<file path="src/rtl/pll_mdrp_pkg.sv">
// pll_mdrp_pkg -- shared definitions for the PLL MDRP reconfiguration controller.
//   mdopc_e : opcode driven on the PLL mdopc pins
//   state_e : controller FSM states
package pll_mdrp_pkg;

  // MDRP opcode encoding; ADDR-LOAD carries the target address on mdwdi.
  typedef enum logic [1:0] {
    OPC_NOP   = 2'b00,
    OPC_WRITE = 2'b01,
    OPC_READ  = 2'b10,
    OPC_ALOAD = 2'b11
  } mdopc_e;

  typedef enum logic [2:0] {
    ST_IDLE     = 3'd0,
    ST_ADDR     = 3'd1,
    ST_OP       = 3'd2,
    ST_RDWAIT   = 3'd3,
    ST_HOLD     = 3'd4,
    ST_LOCKWAIT = 3'd5
  } state_e;

endpackage

</file>
<file path="src/rtl/pll_mdrp_ctrl_if.sv">
// pll_mdrp_ctrl_if -- command/response bus of the PLL MDRP controller.
//   cmd_valid/cmd_ready handshake with cmd_write, cmd_addr, cmd_wdata, cmd_last;
//   rsp_valid (one-cycle pulse) with rsp_rdata for read results.
//   master : command issuer, slave : controller.
interface pll_mdrp_ctrl_if;
  logic       cmd_valid;
  logic       cmd_ready;
  logic       cmd_write;
  logic [7:0] cmd_addr;
  logic [7:0] cmd_wdata;
  logic       cmd_last;
  logic       rsp_valid;
  logic [7:0] rsp_rdata;

  modport master (
    output cmd_valid, cmd_write, cmd_addr, cmd_wdata, cmd_last,
    input  cmd_ready, rsp_valid, rsp_rdata
  );

  modport slave (
    input  cmd_valid, cmd_write, cmd_addr, cmd_wdata, cmd_last,
    output cmd_ready, rsp_valid, rsp_rdata
  );
endinterface

</file>
<file path="src/rtl/cdc_sync2.sv">
// cdc_sync2 -- two-flop synchroniser for a single asynchronous level.
//   clk, rst_n : destination clock and async active-low reset
//   d          : asynchronous input
//   q          : synchronised output, two clk edges after d
module cdc_sync2 (
  input  logic clk,
  input  logic rst_n,
  input  logic d,
  output logic q
);
  logic meta_q, meta_d;
  logic sync_q, sync_d;

  // Next-value logic for the synchroniser chain.
  always_comb begin
    meta_d = d;
    sync_d = meta_q;
  end

  // Synchroniser flops.
  always_ff @(posedge clk or negedge rst_n) begin
    if (!rst_n) begin
      meta_q <= 1'b0;
      sync_q <= 1'b0;
    end else begin
      meta_q <= meta_d;
      sync_q <= sync_d;
    end
  end

  assign q = sync_q;
endmodule

</file>
<file path="src/rtl/pll_mdrp_ctrl.sv">
// pll_mdrp_ctrl -- sequences PLL MDRP reads/writes and the post-write PLL
// reset / lock handshake.
//   clk, rst_n          : system clock (also PLL mdclk), async active-low reset
//   bus (slave)         : command/response bus
//   mdopc/mdainc/mdwdi  : MDRP opcode, address auto-increment, write data/address
//   mdrdo               : MDRP read data, valid RD_LATENCY cycles after READ
//   pll_reset/pll_lock  : PLL reset out, asynchronous lock in
//   locked, timeout_err : synchronised lock status, sticky lock timeout
// RD_LATENCY and RST_HOLD are expected to be at least 1.
module pll_mdrp_ctrl
  import pll_mdrp_pkg::*;
#(
  parameter int unsigned RD_LATENCY   = 2,
  parameter int unsigned LOCK_TIMEOUT = 1_000_000,
  parameter int unsigned RST_HOLD     = 16
) (
  input  logic                  clk,
  input  logic                  rst_n,
  pll_mdrp_ctrl_if.slave        bus,
  output logic [1:0]            mdopc,
  output logic                  mdainc,
  output logic [7:0]            mdwdi,
  input  logic [7:0]            mdrdo,
  output logic                  pll_reset,
  input  logic                  pll_lock,
  output logic                  locked,
  output logic                  timeout_err
);
  localparam int unsigned TO_W     = (LOCK_TIMEOUT > 32'd1) ? $clog2(LOCK_TIMEOUT) : 1;
  localparam int unsigned WAIT_MAX = (RST_HOLD > RD_LATENCY) ? RST_HOLD : RD_LATENCY;
  localparam int unsigned WAIT_W   = $clog2(WAIT_MAX + 32'd1);
  localparam logic [TO_W-1:0]   TO_LAST   = TO_W'(LOCK_TIMEOUT - 32'd1);
  localparam logic [WAIT_W-1:0] HOLD_LAST = WAIT_W'(RST_HOLD - 32'd1);
  localparam logic [WAIT_W-1:0] RD_LAST   = WAIT_W'(RD_LATENCY - 32'd1);

  state_e            state_q, state_d;
  logic              cmd_ready_q, cmd_ready_d;
  logic              write_q, write_d;
  logic              last_q, last_d;
  logic [7:0]        addr_q, addr_d;
  logic [7:0]        wdata_q, wdata_d;
  logic [7:0]        cur_addr_q, cur_addr_d;
  logic              addr_valid_q, addr_valid_d;
  logic [WAIT_W-1:0] wait_cnt_q, wait_cnt_d;
  logic [TO_W-1:0]   to_cnt_q, to_cnt_d;
  mdopc_e            mdopc_q, mdopc_d;
  logic              mdainc_q, mdainc_d;
  logic [7:0]        mdwdi_q, mdwdi_d;
  logic              pll_reset_q, pll_reset_d;
  logic              timeout_err_q, timeout_err_d;
  logic              rsp_valid_q, rsp_valid_d;
  logic [7:0]        rsp_rdata_q, rsp_rdata_d;
  logic              lock_s;
  logic [7:0]        next_addr_s;

  cdc_sync2 u_lock_sync (
    .clk   (clk),
    .rst_n (rst_n),
    .d     (pll_lock),
    .q     (lock_s)
  );

  // 8-bit add wraps 255 -> 0, matching the PLL's own auto-increment.
  assign next_addr_s = cur_addr_q + 8'd1;

  // Next-state and next-output logic; MDRP outputs are computed for the
  // state being entered so the registered pins line up with state_q.
  always_comb begin
    state_d       = state_q;
    write_d       = write_q;
    last_d        = last_q;
    addr_d        = addr_q;
    wdata_d       = wdata_q;
    cur_addr_d    = cur_addr_q;
    addr_valid_d  = addr_valid_q;
    wait_cnt_d    = wait_cnt_q;
    to_cnt_d      = to_cnt_q;
    pll_reset_d   = pll_reset_q;
    timeout_err_d = timeout_err_q;
    rsp_rdata_d   = rsp_rdata_q;
    rsp_valid_d   = 1'b0;
    mdopc_d       = OPC_NOP;
    mdainc_d      = 1'b0;
    mdwdi_d       = 8'h00;
    case (state_q)
      ST_IDLE: begin
        if (bus.cmd_valid && cmd_ready_q) begin
          write_d = bus.cmd_write;
          last_d  = bus.cmd_last;
          addr_d  = bus.cmd_addr;
          wdata_d = bus.cmd_wdata;
          if (bus.cmd_write) begin
            pll_reset_d   = 1'b1;
            timeout_err_d = 1'b0;
          end else begin
            pll_reset_d   = pll_reset_q;
          end
          if (addr_valid_q && (bus.cmd_addr == next_addr_s)) begin
            // Sequential address: skip the ADDR-LOAD and let the PLL increment.
            state_d    = ST_OP;
            cur_addr_d = bus.cmd_addr;
            mdainc_d   = 1'b1;
            mdopc_d    = bus.cmd_write ? OPC_WRITE : OPC_READ;
            mdwdi_d    = bus.cmd_write ? bus.cmd_wdata : 8'h00;
          end else begin
            state_d = ST_ADDR;
            mdopc_d = OPC_ALOAD;
            mdwdi_d = bus.cmd_addr;
          end
        end else begin
          state_d = ST_IDLE;
        end
      end
      ST_ADDR: begin
        state_d      = ST_OP;
        cur_addr_d   = addr_q;
        addr_valid_d = 1'b1;
        mdopc_d      = write_q ? OPC_WRITE : OPC_READ;
        mdwdi_d      = write_q ? wdata_q : 8'h00;
      end
      ST_OP: begin
        wait_cnt_d = {WAIT_W{1'b0}};
        if (write_q) begin
          state_d = last_q ? ST_HOLD : ST_IDLE;
        end else begin
          state_d = ST_RDWAIT;
        end
      end
      ST_RDWAIT: begin
        if (wait_cnt_q == RD_LAST) begin
          state_d     = ST_IDLE;
          rsp_valid_d = 1'b1;
          rsp_rdata_d = mdrdo;
        end else begin
          wait_cnt_d = wait_cnt_q + 1'b1;
        end
      end
      ST_HOLD: begin
        if (wait_cnt_q == HOLD_LAST) begin
          state_d     = ST_LOCKWAIT;
          pll_reset_d = 1'b0;
          to_cnt_d    = {TO_W{1'b0}};
        end else begin
          wait_cnt_d = wait_cnt_q + 1'b1;
        end
      end
      ST_LOCKWAIT: begin
        if (lock_s) begin
          state_d = ST_IDLE;
        end else if (to_cnt_q == TO_LAST) begin
          state_d       = ST_IDLE;
          timeout_err_d = 1'b1;
        end else begin
          // Only incremented below TO_LAST, so the counter never wraps.
          to_cnt_d = to_cnt_q + 1'b1;
        end
      end
      default: begin
        state_d = ST_IDLE;
      end
    endcase
    cmd_ready_d = (state_d == ST_IDLE);
  end

  // State and output registers.
  always_ff @(posedge clk or negedge rst_n) begin
    if (!rst_n) begin
      state_q       <= ST_IDLE;
      cmd_ready_q   <= 1'b0;
      write_q       <= 1'b0;
      last_q        <= 1'b0;
      addr_q        <= 8'h00;
      wdata_q       <= 8'h00;
      cur_addr_q    <= 8'h00;
      addr_valid_q  <= 1'b0;
      wait_cnt_q    <= {WAIT_W{1'b0}};
      to_cnt_q      <= {TO_W{1'b0}};
      mdopc_q       <= OPC_NOP;
      mdainc_q      <= 1'b0;
      mdwdi_q       <= 8'h00;
      pll_reset_q   <= 1'b0;
      timeout_err_q <= 1'b0;
      rsp_valid_q   <= 1'b0;
      rsp_rdata_q   <= 8'h00;
    end else begin
      state_q       <= state_d;
      cmd_ready_q   <= cmd_ready_d;
      write_q       <= write_d;
      last_q        <= last_d;
      addr_q        <= addr_d;
      wdata_q       <= wdata_d;
      cur_addr_q    <= cur_addr_d;
      addr_valid_q  <= addr_valid_d;
      wait_cnt_q    <= wait_cnt_d;
      to_cnt_q      <= to_cnt_d;
      mdopc_q       <= mdopc_d;
      mdainc_q      <= mdainc_d;
      mdwdi_q       <= mdwdi_d;
      pll_reset_q   <= pll_reset_d;
      timeout_err_q <= timeout_err_d;
      rsp_valid_q   <= rsp_valid_d;
      rsp_rdata_q   <= rsp_rdata_d;
    end
  end

  assign bus.cmd_ready = cmd_ready_q;
  assign bus.rsp_valid = rsp_valid_q;
  assign bus.rsp_rdata = rsp_rdata_q;
  assign mdopc         = mdopc_q;
  assign mdainc        = mdainc_q;
  assign mdwdi         = mdwdi_q;
  assign pll_reset     = pll_reset_q;
  assign timeout_err   = timeout_err_q;
  // Lock is only reported once the PLL is out of reset and settled.
  assign locked = lock_s && !pll_reset_q && (state_q != ST_LOCKWAIT) && (state_q != ST_HOLD);
endmodule

</file>
<file path="src/flat_wrapper.sv">
// flat-port wrapper written by rule: the top's interface ports become plain ports
module pll_mdrp_ctrl_flat import pll_mdrp_pkg::*;
#(
  parameter int unsigned RD_LATENCY   = 2,
  parameter int unsigned LOCK_TIMEOUT = 1_000_000,
  parameter int unsigned RST_HOLD     = 16
)
  (clk, rst_n, mdopc, mdainc, mdwdi, mdrdo, pll_reset, pll_lock, locked, timeout_err, bus_cmd_valid, bus_cmd_write, bus_cmd_addr, bus_cmd_wdata, bus_cmd_last, bus_cmd_ready, bus_rsp_valid, bus_rsp_rdata);
  pll_mdrp_ctrl_if bus_i ();
  input  logic clk;
  input  logic rst_n;
  output logic [1:0] mdopc;
  output logic mdainc;
  output logic [7:0] mdwdi;
  input  logic [7:0] mdrdo;
  output logic pll_reset;
  input  logic pll_lock;
  output logic locked;
  output logic timeout_err;
  input wire logic [$bits(bus_i.cmd_valid)-1:0] bus_cmd_valid;
  input wire logic [$bits(bus_i.cmd_write)-1:0] bus_cmd_write;
  input wire logic [$bits(bus_i.cmd_addr)-1:0] bus_cmd_addr;
  input wire logic [$bits(bus_i.cmd_wdata)-1:0] bus_cmd_wdata;
  input wire logic [$bits(bus_i.cmd_last)-1:0] bus_cmd_last;
  output wire logic [$bits(bus_i.cmd_ready)-1:0] bus_cmd_ready;
  output wire logic [$bits(bus_i.rsp_valid)-1:0] bus_rsp_valid;
  output wire logic [$bits(bus_i.rsp_rdata)-1:0] bus_rsp_rdata;
  assign bus_i.cmd_valid = bus_cmd_valid;
  assign bus_i.cmd_write = bus_cmd_write;
  assign bus_i.cmd_addr = bus_cmd_addr;
  assign bus_i.cmd_wdata = bus_cmd_wdata;
  assign bus_i.cmd_last = bus_cmd_last;
  assign bus_cmd_ready = bus_i.cmd_ready;
  assign bus_rsp_valid = bus_i.rsp_valid;
  assign bus_rsp_rdata = bus_i.rsp_rdata;
  pll_mdrp_ctrl #(.RD_LATENCY(RD_LATENCY), .LOCK_TIMEOUT(LOCK_TIMEOUT), .RST_HOLD(RST_HOLD)) u_core (.clk(clk), .rst_n(rst_n), .bus(bus_i), .mdopc(mdopc), .mdainc(mdainc), .mdwdi(mdwdi), .mdrdo(mdrdo), .pll_reset(pll_reset), .pll_lock(pll_lock), .locked(locked), .timeout_err(timeout_err));
endmodule
</file>
<file path="config.mk">
export PLATFORM = sky130hd
export DESIGN_NAME = pll_mdrp_ctrl_flat
export DESIGN_NICKNAME = d
export VERILOG_FILES = /design/src/rtl/pll_mdrp_pkg.sv /design/src/rtl/pll_mdrp_ctrl_if.sv /design/src/rtl/cdc_sync2.sv /design/src/rtl/pll_mdrp_ctrl.sv /design/src/flat_wrapper.sv
export SDC_FILE = /design/constraint.sdc
export NUM_CORES = 1
export LEC_CHECK = 0
export BUFFER_PORTS_ARGS = -buffer_cell sky130_fd_sc_hd__clkbuf_2
export CORE_ASPECT_RATIO = 1.5
export CORE_MARGIN = 5
export CORE_UTILIZATION = 35
export CTS_CLUSTER_DIAMETER = 150
export DETAILED_ROUTE_END_ITERATION = 6
export PLACE_DENSITY = 0.62
export SLEW_MARGIN = 5
export SYNTH_ARGS = -nofsm -noshare
export SYNTH_HDL_FRONTEND = slang
export SYNTH_SLANG_ARGS = --single-unit
export TNS_END_PERCENT = 100
</file>
<file path="constraint.sdc">
create_clock -name clk -period 2.4 [get_ports clk]
set_clock_uncertainty 0.05 [all_clocks]
set_input_delay 0.12 -clock clk [delete_from_list [all_inputs] [get_ports clk]]
set_output_delay 0.12 -clock clk [all_outputs]
set_load 0.02 [all_outputs]
</file>
Word-level counts from Yosys, hierarchy flattened
Index checks and enable logic that the tools add are counted.

$add $sub $neg: 3. Equality and inequality tests: 20. Muxes and demuxes: 43. Reductions and logical operators: 20.

Operator list (number): two-way mux 20 bit (3); two-way mux 8 bit (6); one-hot mux 20 bit (2 select lines) (1); one-hot mux 8 bit (2 select lines) (2); adder 20 x 1 -> 20 bit (second input constant) (1); equality test 20 bit (second input constant) (1); two-way mux 3 bit (6); one-hot mux 3 bit (6 select lines) (1); one-hot mux 5 bit (3 select lines) (1); two-way mux 1 bit (12); two-way mux 2 bit (6); two-way mux 5 bit (2); != test 2 bit (second input constant) (5); adder 8 x 1 -> 8 bit (second input constant) (1); equality test 8 bit (1); != test 2 x 1 -> 1 bit (second input constant) (4); AND reduction 4 bit (2); nonzero test 2 bit (4); equality test 3 x 2 -> 1 bit (second input constant) (2); equality test 3 bit (second input constant) (2); logical NOT 3 bit (2); != test 3 bit (second input constant) (2); AND reduction 3 bit (2); adder 5 x 1 -> 5 bit (second input constant) (1); 10 further kinds (16).

Flip-flop bits (word level): 80. Word-level logic and storage cells: 105.

Logic depth before layout (Yosys ltp)
Gate-level depths: netlist of the first run.

Word-level depth: 7. Gate-level depth with buffers: 9.

By module
A second synthesis of the first run with hierarchy kept.

Cells, all modules: 390. Area total of the unflattened synthesis: 3798.6 sq um.

By module, submodules not included: pll_mdrp_ctrl (times used 1, cells an instance 388, area each 3748.6 sq um, seq. area each 1951.9 sq um); cdc_sync2 (times used 1, cells an instance 2, area each 50.0 sq um, seq. area each 50.0 sq um).

Worst setup path after synthesis of the first run
Ideal clock, no wire load.

Path type: reg-to-reg. From: register u_core.cur_addr_q[0]. To: register u_core.cur_addr_q[6]. Library setup time: 0.126 ns. Arrival time: 1.938 ns. Data required time: 2.224 ns. Slack: 0.286 ns. Cell stages (with the launch flop): 9. Path buffers: 1. Period minus slack after synthesis: 2.114 ns. Cells stage by stage: dfrtp_1 > ha_1 > and3_1 > and4_1 > o2111ai_1 > a211oi_2 > and2_1 > buf_2 > a221o_1.

Longest elaborated chain between the ends: 5.

RTL lines: from (decl) (RTL line pll_mdrp_ctrl.sv:42) `logic [7:0] cur_addr_q, cur_addr_d;`; from (signal assigned) (RTL line pll_mdrp_ctrl.sv:192) `cur_addr_q <= cur_addr_d;`; adder 8 x 1 -> 8 bit (RTL line pll_mdrp_ctrl.sv:64) `assign next_addr_s = cur_addr_q + 8'd1;`; equality test 8 bit (RTL line pll_mdrp_ctrl.sv:98) `if (addr_valid_q && (bus.cmd_addr == next_addr_s)) begin`; logical AND 1 bit (RTL line pll_mdrp_ctrl.sv:98); != test 2 x 1 -> 1 bit (no source line); AND reduction 3 bit (no source line).

No other way between the ends. A chain may end at the register's enable or synchronous reset.

Final worst setup path of the first run
From: register u_core.cur_addr_q[0]. To: register u_core.cur_addr_q[0].

Same word-level chain as after synthesis.

==> out/qor.yml, run 1 <==
place:
  dp_slack_ps: 0.7183
  hpwl_um: 6205
  dpl_cell_area_um2: 4309
  gp_congestion: 0.8141
  portBuffers: 53
clock_network:
  h-tree-depth: 3
  insertion_delay_ps: 320
  clk_pin_slew_ps: 60
  cts_tree: "done"
  cts_root_buffer: "clkbuf_16"
  cts_sinks: 80
  cts_buffers: 9
  clockBufferDepth: 2
synthesis:
  synthCells: 379
  synthTopCellsByArea: "dfrtp_1 (53%), nand2_1 (6.9%), xor2_1 (3.9%), nand3_1 (3.7%), nor2_1 (2.5%)"
  ys.warnings.count: 0
  synth_enable_flop_cells: 0
  synth_top_area_share_pct: 52.55
  synth_seq_cells: 80
  synth_nets: 414
  async_reset_ff_share_pct: 100.0
  synth_flop_cell: "dfrtp_1"
  synth_area_um2: 3810
  yosysSeqAreaShare_pct: 52.55
  synth_cell_type_count: 54
  synth_top_area_cell: "dfrtp_1"
  syn_avg_cell_area_um2: 10.05
layout:
  final_nets: 494
  postLayoutCoreUtil_pct: 45.24
  final_cell_area_um2: 4817
  syn_to_final_growth_pct: 26.44
  drive_gt1_share_pct: 22.03
  layout.cells.most_common: "dfrtp_1"
  mostFrequentLayoutCells: "dfrtp_1 (80), nand2_1 (70), clkbuf_2 (52)"
  antenna_cells: 0
sta:
  holdWs_ps: 44.04
  setup_tns_ps: 0
  slew_headroom_pct: 60.53
  min_period_over_period_pct: 95.63
  hold_violations: 0
  setup_violations: 0
  final-max-slew-violation-count: 0
  worstMarginPinSlew_ps: 592.0
  fin_ws_ps: 105.0
  max_freq_mhz: 435.7
  rsz0062_at_grt: "no"
  period_needed_ps: 2295
worst_setup_path:
  critical_path_class: "reg2reg"
  worstSetupEndpointType: "flip-flop"
  required_ps: 2550
  startpoint_type: "flip-flop"
  cp.arrival_ps: 2450
  path_max_fanout: 9
power:
  ir_drop_mv: 0.4087
  power.leakage_uw: 0.002252
  power_density_nw_per_um2: 1005
global_route:
  grt_overflow: 0
  grt_pass1_vias: 3101
  grt_pass1_wl_um: 14770
  antenna_found_initial: 0
  grt_max_degree: 46
  track_usage_pct: 14.25
worst_hold_path:
  hold_path_class: "in2reg"
die:
  row_count: 46
  start_util_pct: 35.78
  core_um2: 10650
  io_pins: 54
  die_area_um2: 13110
  fp.dieH_um: 137.8
  die_x_um: 95.19
drt:
  routedWlPerCell_um: 14.24
  ant_nets: 0
  routed_wl_um: 8645
  drt_pre_antenna_iters: 4
  initialDrtViolationCount: 182
  vias_per_cell: 4.964
  num_vias: 3013
  drc: 0
flow_run:
  drv_cap: 0
outcome:
  outcome: "complete, no violations"
==> layout make-up <==
type                            instances  area [µm²]
Sequential cell                        80        2002
Clock buffer                           13       270.3
Fill cell                            1023        5831
Clock inverter                          2       37.54
Timing Repair Buffer                   86       575.6
Tap cell                              144       180.2
Inverter                                4       15.01
Multi-Input combinational cell        278        1737
==> report_power, final <==
part / switching [µW] / internal [µW]
clock: 509 / 885
sequential: 308 / 1730
combinational: 814 / 597
total: 1630 / 3210
==> cell families after synthesis <==
| logic type | Yosys count | synth area share, % |
|---|---|---|
| compound gates | 65 | 12.45 |
| xor+xnor | 25 | 5.747 |
| fa+ha+maj | 5 | 1.642 |
| buf+inv | 21 | 2.266 |
| flops | 80 | 52.55 |
| mux | 8 | 2.365 |
| simple gates | 175 | 22.99 |
==> synthesized netlist by cell type, types with 6 or more instances <==
cell / number
mux2_2: 8
o211ai_1: 9
clkbuf_1: 12
nand2_1: 70
and3_1: 6
dfrtp_1: 80
nand3_1: 28
xnor2_1: 8
xor2_1: 17
o21ai_0: 12
and2_1: 10
nor2_1: 25
a21oi_1: 9
a221o_1: 8
==> metrics by stage <==
| step | instances | total power [µW] |
|---|---|---|
| final | 607 | 4842 |
| after global routing | 607 | 5164 |
| after global placement | 573 | 3404 |
| after detailed placement | 573 | 3446 |
| after CTS | 607 | 4889 |
| after floorplan | 379 | 2949 |
==> final timing paths <==
path	slack [ps]	depth (start not counted)	endpoint	start
worst max-delay path	100	8	u_core.cur_addr_q[0]	u_core.cur_addr_q[0]
worst min-delay path	40	2	u_core.cur_addr_q[3]	bus_cmd_addr[3]
worst max register to register	100	8	u_core.cur_addr_q[0]	u_core.cur_addr_q[0]
worst min register to register	320	0	u_core.u_lock_sync.q	u_core.u_lock_sync.meta_q
max in group asynchronous	1390	3	u_core.mdwdi[0]	rst_n
min in group asynchronous	290	2	u_core.to_cnt_q[17]	rst_n
==> state kept, by name (all words and copies together), names as in the netlist, 2 cells and up <==
| name | cells |
|---|---|
| u_core.to_cnt_q | 20 |
| u_core.addr_q | 8 |
| u_core.bus.rsp_rdata | 8 |
| u_core.cur_addr_q | 8 |
| u_core.mdwdi | 8 |
| u_core.wdata_q | 8 |
| u_core.wait_cnt_q | 5 |
| u_core.state_q | 3 |
| u_core.mdopc | 2 |
==> metal layers <==
layer	part of all wire, %	wire, µm	track usage (%)	vias to the layer above
li1	-	-	-	1493
met5	0	0	0	-
met4	1.7	144	4.896	0
met2	49	4267	23.49	47
met3	4.0	347	3.279	9
met1	45	3886	18.25	1464
==> worst max-delay path, stage by stage (launching register included) <==
cell and delay (ps):
dfrtp_1 440, ha_2 240, and3_1 170, and4_1 210
o2111ai_2 190, a211oi_2 80, buf_4 180, and2_2 250
a221o_1 370
==> repair_timing <==
action,4_1_cts,5_1_grt
resized for setup,1,2
setup endpoints to repair,5,9
setup buffers,0,0
hold buffers,19,0
hold endpoints to repair,62,0
pin swaps,0,0
(Power assumes the default switching activity.)
==> run 2, diff against run 1 <==
--- a/config.mk
+++ b/config.mk
@@ -5,13 +5,14 @@
 export SDC_FILE = /design/constraint.sdc
 export NUM_CORES = 1
 export LEC_CHECK = 0
+export ABC_AREA = 1
 export BUFFER_PORTS_ARGS = -buffer_cell sky130_fd_sc_hd__clkbuf_2
 export CORE_ASPECT_RATIO = 1.5
 export CORE_MARGIN = 5
-export CORE_UTILIZATION = 35
+export CORE_UTILIZATION = 55
 export CTS_CLUSTER_DIAMETER = 150
 export DETAILED_ROUTE_END_ITERATION = 6
-export PLACE_DENSITY = 0.62
+export PLACE_DENSITY = 0.85
 export SLEW_MARGIN = 5
 export SYNTH_ARGS = -nofsm -noshare
 export SYNTH_HDL_FRONTEND = slang
==> run 2 against run 1 <==
  * Count of clock-buffer cells in the layout is 3 lower
  * Area after synthesis rose by 10%
  * Non-clock buffer count fell by 6
  * Core utilization grew 23 points
  * Design area is 6.8% higher
  * Register-to-register slack gained 96 ps
  * Clock power is 17% higher
  * Global-route usage rose by 11 points
  * Synthesized cell count up 47%
  * Power increased by 11%
  * Sequential cell count did not move
  * Critical endpoint is now u_core.cur_addr_q[4]
  * Largest cell class unchanged
  * Largest power group unchanged
==> out/qor.yml, run 2 <==
outcome:
  outcome: "complete, no violations"  # unchanged
layout:
  multi_input_area_um2: 1908  # was 1737 µm²
  seq_area_um2: 2002  # unchanged
  mostFrequentLayoutCells: "nand2_1 (197), dfrtp_1 (80), inv_1 (59)"  # was dfrtp_1 (80), nand2_1 (70), clkbuf_2 (52)
  fillCellCount: 579  # was 1023
  syn_to_final_growth_pct: 22.72  # was 26.44%
  layout.cells.most_common: "nand2_1"  # was dfrtp_1
  largest_reg_flops: 20  # unchanged
  largest_register: "u_core.to_cnt_q"  # unchanged
  final_cell_area_um2: 5142  # was 4817 µm²
  antenna_cells: 0  # unchanged
  final_nets: 670  # was 494
  drive_gt1_share_pct: 13.91  # was 22.03%
  stdcell_count: 742  # was 607
worst_setup_path:
  path_max_fanout: 11  # was 9
  startpoint_type: "flip-flop"  # unchanged
  worstSetupEndpointType: "flip-flop"  # unchanged
  slowest_stage: "dfrtp_1"  # unchanged
  required_ps: 2620  # was 2550 ps
  cp.arrival_ps: 2420  # was 2450 ps
  critical_path_class: "reg2reg"  # unchanged
  critical_path.max_stage_delay_ps: 430  # was 440 ps
  cpMostUsedCell: "nand2_1"
  path_cells: "ha_1 > nand2_1 > nor2_2 > nand2_1 > nand2_1 > nand2_1 > nand3_1 > a21oi_4 > nand3_4 > nand2_2 > nand2_1 > nand2_1"  # was ha_2 > and3_1 > and4_1 > o2111ai_2 > a211oi_2 > buf_4 > and2_2 > a221o_1
power:
  finalPower_uw: 5396  # was 4842 µW
  power.leakage_uw: 0.002659  # was 0.002252 µW
  p_sw_uw: 2052  # was 1631 µW
  power_density_nw_per_um2: 1049  # was 1005 nW/µm²
  power_frac_seq_pct: 37.6  # was 42.1%
  ir_drop_mv: 0.7662  # was 0.4087 mV
  internal-power_uw: 3344  # was 3211 µW
  switching_share_pct: 38.03  # was 33.68%
  combPwrFrac_pct: 32.5  # was 29.1%
  clockPowerShare_pct: 30.0  # was 28.8%
sta:
  setup_tns_ps: 0  # unchanged
  worstMarginPinSlew_ps: 677.4  # was 592.0 ps
  min_period_over_period_pct: 91.64  # was 95.63%
  max_freq_mhz: 454.7  # was 435.7 MHz
  final-max-slew-violation-count: 0  # unchanged
  period_needed_ps: 2199  # was 2295 ps
  rsz0062_at_grt: "no"  # unchanged
  hold_violations: 0  # unchanged
  slew_headroom_pct: 54.84  # was 60.53%
  setup_violations: 0  # unchanged
die:
  io_pins: 54  # unchanged
  row_count: 39  # was 46
  start_util_pct: 55.76  # was 35.78%
  fp.dieH_um: 116.9  # was 137.8 µm
  die_area_um2: 9500  # was 13110 µm²
  die_x_um: 81.27  # was 95.19 µm
  core_um2: 7515  # was 10650 µm²
drt:
  drt_pre_antenna_iters: 6  # was 4
  initialDrtViolationCount: 323  # was 182
  vias_per_cell: 5.497  # was 4.964
  routedWlPerCell_um: 15.30  # was 14.24 µm
  routed_wl_um: 11360  # was 8645 µm
  drc: 0  # unchanged
  ant_nets: 0  # unchanged
  num_vias: 4079  # was 3013
synthesis:
  synth_nets: 591  # was 414
  yosysSeqAreaShare_pct: 47.78  # was 52.55%
  synthTopCellsByArea: "dfrtp_1 (48%), nand2_1 (18%), nand3_1 (6.8%), inv_1 (5.3%), nor2_1 (3.6%)"  # was dfrtp_1 (53%), nand2_1 (6.9%), xor2_1 (3.9%), nand3_1 (3.7%), nor2_1 (2.5%)
  synthCells: 556  # was 379
  synth_seq_cells: 80  # unchanged
  synth_top_area_share_pct: 47.78  # was 52.55%
  synth_cell_type_count: 29  # was 54
  synth_flop_cell: "dfrtp_1"  # unchanged
  ys.warnings.count: 0  # unchanged
  synth.most_common_cell: "nand2_1"  # was dfrtp_1
  synth_enable_flop_cells: 0  # unchanged
  syn_avg_cell_area_um2: 7.536  # was 10.05 µm²
  synth_top_area_cell: "dfrtp_1"  # unchanged
  async_reset_ff_share_pct: 100.0  # unchanged
  synth_common_cells: "nand2_1 (197), dfrtp_1 (80), inv_1 (59), nand3_1 (57), nor2_1 (40)"  # was dfrtp_1 (80), nand2_1 (70), nand3_1 (28), nor2_1 (25), xor2_1 (17)
  synth_area_um2: 4190  # was 3810 µm²
global_route:
  grt_use_met3_pct: 3.905  # was 3.279%
  grt_pass1_vias: 4048  # was 3101
  groute.layer.met1.usage_pct: 29.69  # was 18.25%
  track_usage_pct: 25.45  # was 14.25%
  grt_pass1_wl_um: 18610  # was 14770 µm
  grt_max_degree: 51  # was 46
  use_met2_pct: 43.80  # was 23.49%
  antenna_found_initial: 0  # unchanged
  top_usage_layer: "met2"  # unchanged
  grt_overflow: 0  # unchanged
place:
  dpl_cell_area_um2: 4599  # was 4309 µm²
  gp_congestion: 1.000  # was 0.8141
  hpwl_um: 7498  # was 6205 µm
  dpl.cell_count: 707  # was 573
  portBuffers: 53  # unchanged
clock_network:
  clockBufferDepth: 2  # unchanged
  insertion_delay_ps: 350  # was 320 ps
  h-tree-depth: 3  # unchanged
  clk_pin_slew_ps: 60  # about the same
  cts_sinks: 80  # unchanged
  cts_root_buffer: "clkbuf_16"  # unchanged
  cts_buffers: 9  # unchanged
  cts_tree: "done"  # unchanged
  cts_setup_buffers: 0  # unchanged
worst_hold_path:
  hold_path_class: "in2reg"  # unchanged
flow_run:
  drv_cap: 0  # unchanged
[run 2: changes by cell type in the layout (fill, tap and decap cells not counted), moves of 9 or more]
cell	change
nand4_1	+13
nand2_1	+127
o21ai_0	+18
and2_1	-9
inv_1	+55
o211ai_1	-9
nand3_1	+29
nor2_1	+15
[run 2: cell families (layout without fill, tap and decap cells)]
kind of cell               count (synthesis)  after routing  share of synthesized area (%)
AOI/OAI and AO/OA                         48             48                          6.420
xor gates and xnor gates                  13             13                          2.717
adders and majority gates                  5              5                          1.493
buffers and inverters                     73            157                          6.867
DFF                                       80             80                          47.78
muxes                                      1              1                         0.2389
and+or+nand+nor                          336            336                          34.49
[run 2: layout make-up]
class	instances	share of cell area [%]
repair buffers	80	10.32
multi-input cells	403	37.10
inverters	61	4.453
well taps	102	2.482
flip-flops and latches	80	38.93
clock buffers	10	4.453
clock inverters	6	2.263
[run 2: worst paths after layout]
kind                       cells after the start  slack (ps)                 startpoint              endpoint
max reg2reg                                   12         200       u_core.cur_addr_q[0]  u_core.cur_addr_q[4]
max in group asynchronous                      3        1380                      rst_n  u_core.cur_addr_q[0]
min                                            3          40            bus_cmd_addr[5]      u_core.addr_q[5]
max                                           12         200       u_core.cur_addr_q[0]  u_core.cur_addr_q[4]
min in group asynchronous                      2         310                      rst_n   u_core.to_cnt_q[16]
min reg2reg                                    0         330  u_core.u_lock_sync.meta_q  u_core.u_lock_sync.q
[run 2: repair_timing]
action | in CTS | in global routing
hold buffers | 19 | 0
resized for setup | 0 | 1
endpoints found under the setup margin | 0 | 8
endpoints found under the hold margin | 67 | 0
[run 2: worst max-delay path: cells and delay by family (launching register included)]
family                     cells  cell delay (ps)
DFF                            1              430
and+or+nand+nor               10             1130
adders and majority gates      1              260
AOI/OAI and AO/OA              1              280
[run 2: power groups by stage]
| stage | registers [µW] | clock network, µW | logic (µW) |
|---|---|---|---|
| global route | 2070 | 1680 | 1960 |
| global placement | 2010 | 0 | 1610 |
| CTS | 2000 | 1600 | 1720 |
| finish | 2030 | 1620 | 1750 |
| floorplan | 2130 | 0 | 1040 |
| detailed placement | 2020 | 0 | 1680 |
[run 2: per-stage QoR]
| stage | hold WS, ps | utilization (%) | setup slack [ps] |
|---|---|---|---|
| floorplan | -225.6 | - | 571.3 |
| global placement | 126.0 | 61.21 | 284.7 |
| detailed placement | 135.6 | 61.21 | 165.2 |
| CTS | 43.22 | 68.33 | 153.9 |
| global route | 43.99 | 68.43 | 29.02 |
| finish | 43.18 | 68.43 | 200.5 |
[run 2: routing by layer]
metal | vias to the layer above | part of all wire, %
li1 | 1942 | -
met1 | 1920 | 37
met2 | 183 | 53
met3 | 34 | 5.9
met4 | 0 | 4.1
met5 | - | 0
==> run 3, diff against run 2 <==
--- a/config.mk
+++ b/config.mk
@@ -13,6 +13,7 @@
 export CTS_CLUSTER_DIAMETER = 150
 export DETAILED_ROUTE_END_ITERATION = 6
 export PLACE_DENSITY = 0.85
+export RECOVER_POWER = 25
 export SLEW_MARGIN = 5
 export SYNTH_ARGS = -nofsm -noshare
 export SYNTH_HDL_FRONTEND = slang
==> run 3 against run 2 <==
  * Register-to-register slack is essentially flat
  * Highest routed layer unchanged
  * Hold slack is essentially flat
  * Design area is essentially flat
  * Sequential share of layout area is essentially flat
  * Die area is the same
  * Non-clock buffer count is the same
  * Maximum frequency grew 0.31%
  * Critical path type is now reg2out
  * Via count is essentially flat
  * Sequential power is essentially flat
  * Combinational power is essentially flat
  * Power is essentially flat
==> out/qor.yml, run 3 (same netlist as run 2, synthesis figures left out) <==
drt:
  wl_met1_um: 4235  # was 4227 µm
  ant_nets: 0  # unchanged
  vias_per_cell: 5.492  # was 5.497
  num_vias: 4075  # was 4079
  top_layer: "met4"  # unchanged
  wl_met3_um: 646  # was 665 µm
  initialDrtViolationCount: 323  # unchanged
  drc: 0  # unchanged
  drt_pre_antenna_iters: 5  # was 6
  met2_wirelength_um: 6018  # was 5993 µm
  routedWlPerCell_um: 15.30  # about the same
  routed_wl_um: 11350  # was 11360 µm
clock_network:
  cts_tree: "done"  # unchanged
  insertion_delay_ps: 350  # about the same
  cts_setup_buffers: 0  # unchanged
  cts_sinks: 80  # unchanged
  cts_buffers: 9  # unchanged
  cts_root_buffer: "clkbuf_16"  # unchanged
  clk_pin_slew_ps: 70  # was 60 ps
  h-tree-depth: 3  # unchanged
  clockBufferDepth: 2  # unchanged
outcome:
  outcome: "complete, no violations"  # unchanged
sta:
  slew_headroom_pct: 12.13  # was 54.84%
  setup_violations: 0  # unchanged
  holdWs_ps: 42.88  # was 43.18 ps
  hold_violations: 0  # unchanged
  worstMarginPinSlew_ps: 1318  # was 677.4 ps
  min_period_over_period_pct: 91.36  # was 91.64%
  rsz0062_at_grt: "no"  # unchanged
  final-max-slew-violation-count: 0  # unchanged
  max_freq_mhz: 456.1  # was 454.7 MHz
  setup_tns_ps: 0  # unchanged
  period_needed_ps: 2193  # was 2199 ps
worst_setup_path:
  critical_path_class: "reg2out"  # was reg2reg
  required_ps: 2230  # was 2620 ps
  path_max_fanout: 11  # unchanged
  cp.arrival_ps: 2020  # was 2420 ps
  slowest_stage: "dfrtp_1"  # unchanged
  startpoint_type: "flip-flop"  # unchanged
  ff2ff_setup_slack_ps: 210  # was 200 ps
  path_cells: "inv_1 > nor2_1 > nand2_1 > clkinv_1 > buf_4 > nor4_1 > clkbuf_2"  # was ha_1 > nand2_1 > nor2_2 > nand2_1 > nand2_1 > nand2_1 > nand3_1 > a21oi_4 > nand3_4 > nand2_2 > nand2_1 > nand2_1
  critPathBufInv: 4  # was 0
  crit_path_end: "locked"  # was u_core.cur_addr_q[4]
  startpoint: "u_core.state_q[0]"  # was u_core.cur_addr_q[0]
  worstReg2RegEnd: "u_core.cur_addr_q[4]"  # unchanged
  critical_path.max_stage_delay_ps: 380  # was 430 ps
  reg2reg_depth: 12  # unchanged
  worstSetupEndpointType: "primary output"  # was flip-flop
  cp_top_family: "buffers and inverters"  # was simple AND/OR/NAND/NOR gates
  r2r-start: "u_core.cur_addr_q[0]"  # unchanged
  cp.depth: 7  # was 12
layout:
  largest_register: "u_core.to_cnt_q"  # unchanged
  antenna_cells: 0  # unchanged
  largest_reg_flops: 20  # unchanged
  fillCellCount: 580  # was 579
  drive_gt1_share_pct: 13.91  # unchanged
  postLayoutCoreUtil_pct: 68.40  # was 68.43%
  syn_to_final_growth_pct: 22.66  # was 22.72%
  layout.cells.most_common: "nand2_1"  # unchanged
  final_nets: 670  # unchanged
  mostFrequentLayoutCells: "nand2_1 (197), dfrtp_1 (80), inv_1 (59)"  # unchanged
die:
  die_x_um: 81.27  # unchanged
  fp.dieH_um: 116.9  # unchanged
  row_count: 39  # unchanged
  start_util_pct: 55.76  # unchanged
  die_area_um2: 9500  # unchanged
  core_um2: 7515  # unchanged
  io_pins: 54  # unchanged
power:
  internal-power_uw: 3344  # about the same
  clockPowerShare_pct: 30.0  # about the same
  power_frac_seq_pct: 37.6  # about the same
  power_density_nw_per_um2: 1050  # was 1049 nW/µm²
  combPwrFrac_pct: 32.4  # was 32.5%
  finalPower_uw: 5396  # about the same
  power.leakage_uw: 0.002658  # was 0.002659 µW
  p_sw_uw: 2052  # about the same
  switching_share_pct: 38.04  # was 38.03%
  ir_drop_mv: 0.7647  # was 0.7662 mV
global_route:
  grt_max_degree: 51  # unchanged
  track_usage_pct: 25.45  # unchanged
  grt_overflow: 0  # unchanged
  grt_pass1_vias: 4048  # unchanged
  grt_pass1_wl_um: 18610  # unchanged
  antenna_found_initial: 0  # unchanged
place:
  portBuffers: 53  # unchanged
  hpwl_um: 7498  # unchanged
  gp_congestion: 1.000  # unchanged
worst_hold_path:
  hold_path_class: "in2reg"  # unchanged
flow_run:
  drv_cap: 0  # unchanged
[run 3: cell types whose count changed in the layout (fill, tap and decap cells not counted)]
cell      before  now
clkbuf_2      52   53
buf_4          8    7
[run 3: repair_timing]
action,in CTS,in global routing
hold buffers,19,0
endpoints found under the hold margin,67,0
setup endpoints to repair,0,8
resized for setup,0,1
[run 3: routing by layer]
layer	vias to the layer above	track usage [%]
li1	1941	-
met1	1928	29.69
met2	174	43.80
met3	32	3.905
met4	0	14.77
met5	-	0
[run 3: layout make-up]
class / instances / area, µm² / area share, %
Multi-Input combinational cell: 403 / 1908 / 37.12
Tap cell: 102 / 127.6 / 2.483
Clock buffer: 10 / 229.0 / 4.455
Clock inverter: 6 / 116.4 / 2.264
Sequential cell: 80 / 2002 / 38.95
Timing Repair Buffer: 80 / 528.0 / 10.27
Inverter: 61 / 229.0 / 4.455
[run 3: power groups by stage]
stage	Combinational (µW)	Sequential [µW]	Clock (µW)
detailed placement	1680	2020	0
CTS	1720	2000	1600
global placement	1610	2010	0
finish	1750	2030	1620
global route	1960	2070	1680
floorplan	1040	2130	0
[run 3: worst register-to-register path, delay by kind of cell (launching register included)]
family,cells,cell delay [ps]
compound gates,1,280
fa+ha+maj,1,260
flops,1,430
simple gates,10,1110
[run 3: how the worst min path moves through the flow]
stage	slack [ps]	start	cells after the start	endpoint
2_1_floorplan	-230	rst_n	0	u_core.addr_q[0]
3_3_place_gp	130	rst_n	1	u_core.to_cnt_q[15]
3_5_place_dp	140	rst_n	1	u_core.to_cnt_q[16]
4_1_cts	40	bus_cmd_addr[3]	3	u_core.mdwdi[3]
5_1_grt	40	bus_cmd_addr[7]	3	u_core.addr_q[7]
6_report	40	bus_cmd_addr[5]	3	u_core.addr_q[5]
[run 3: through the flow]
step                      instances  instance area (µm²)  worst slack, ps
after CTS                       742                 5135            153.9
after detailed placement        707                 4599            165.2
final                           742                 5140            207.4
after floorplan                 556                 4190            571.3
after global routing            742                 5140            29.02
after global placement          707                 4599            284.7
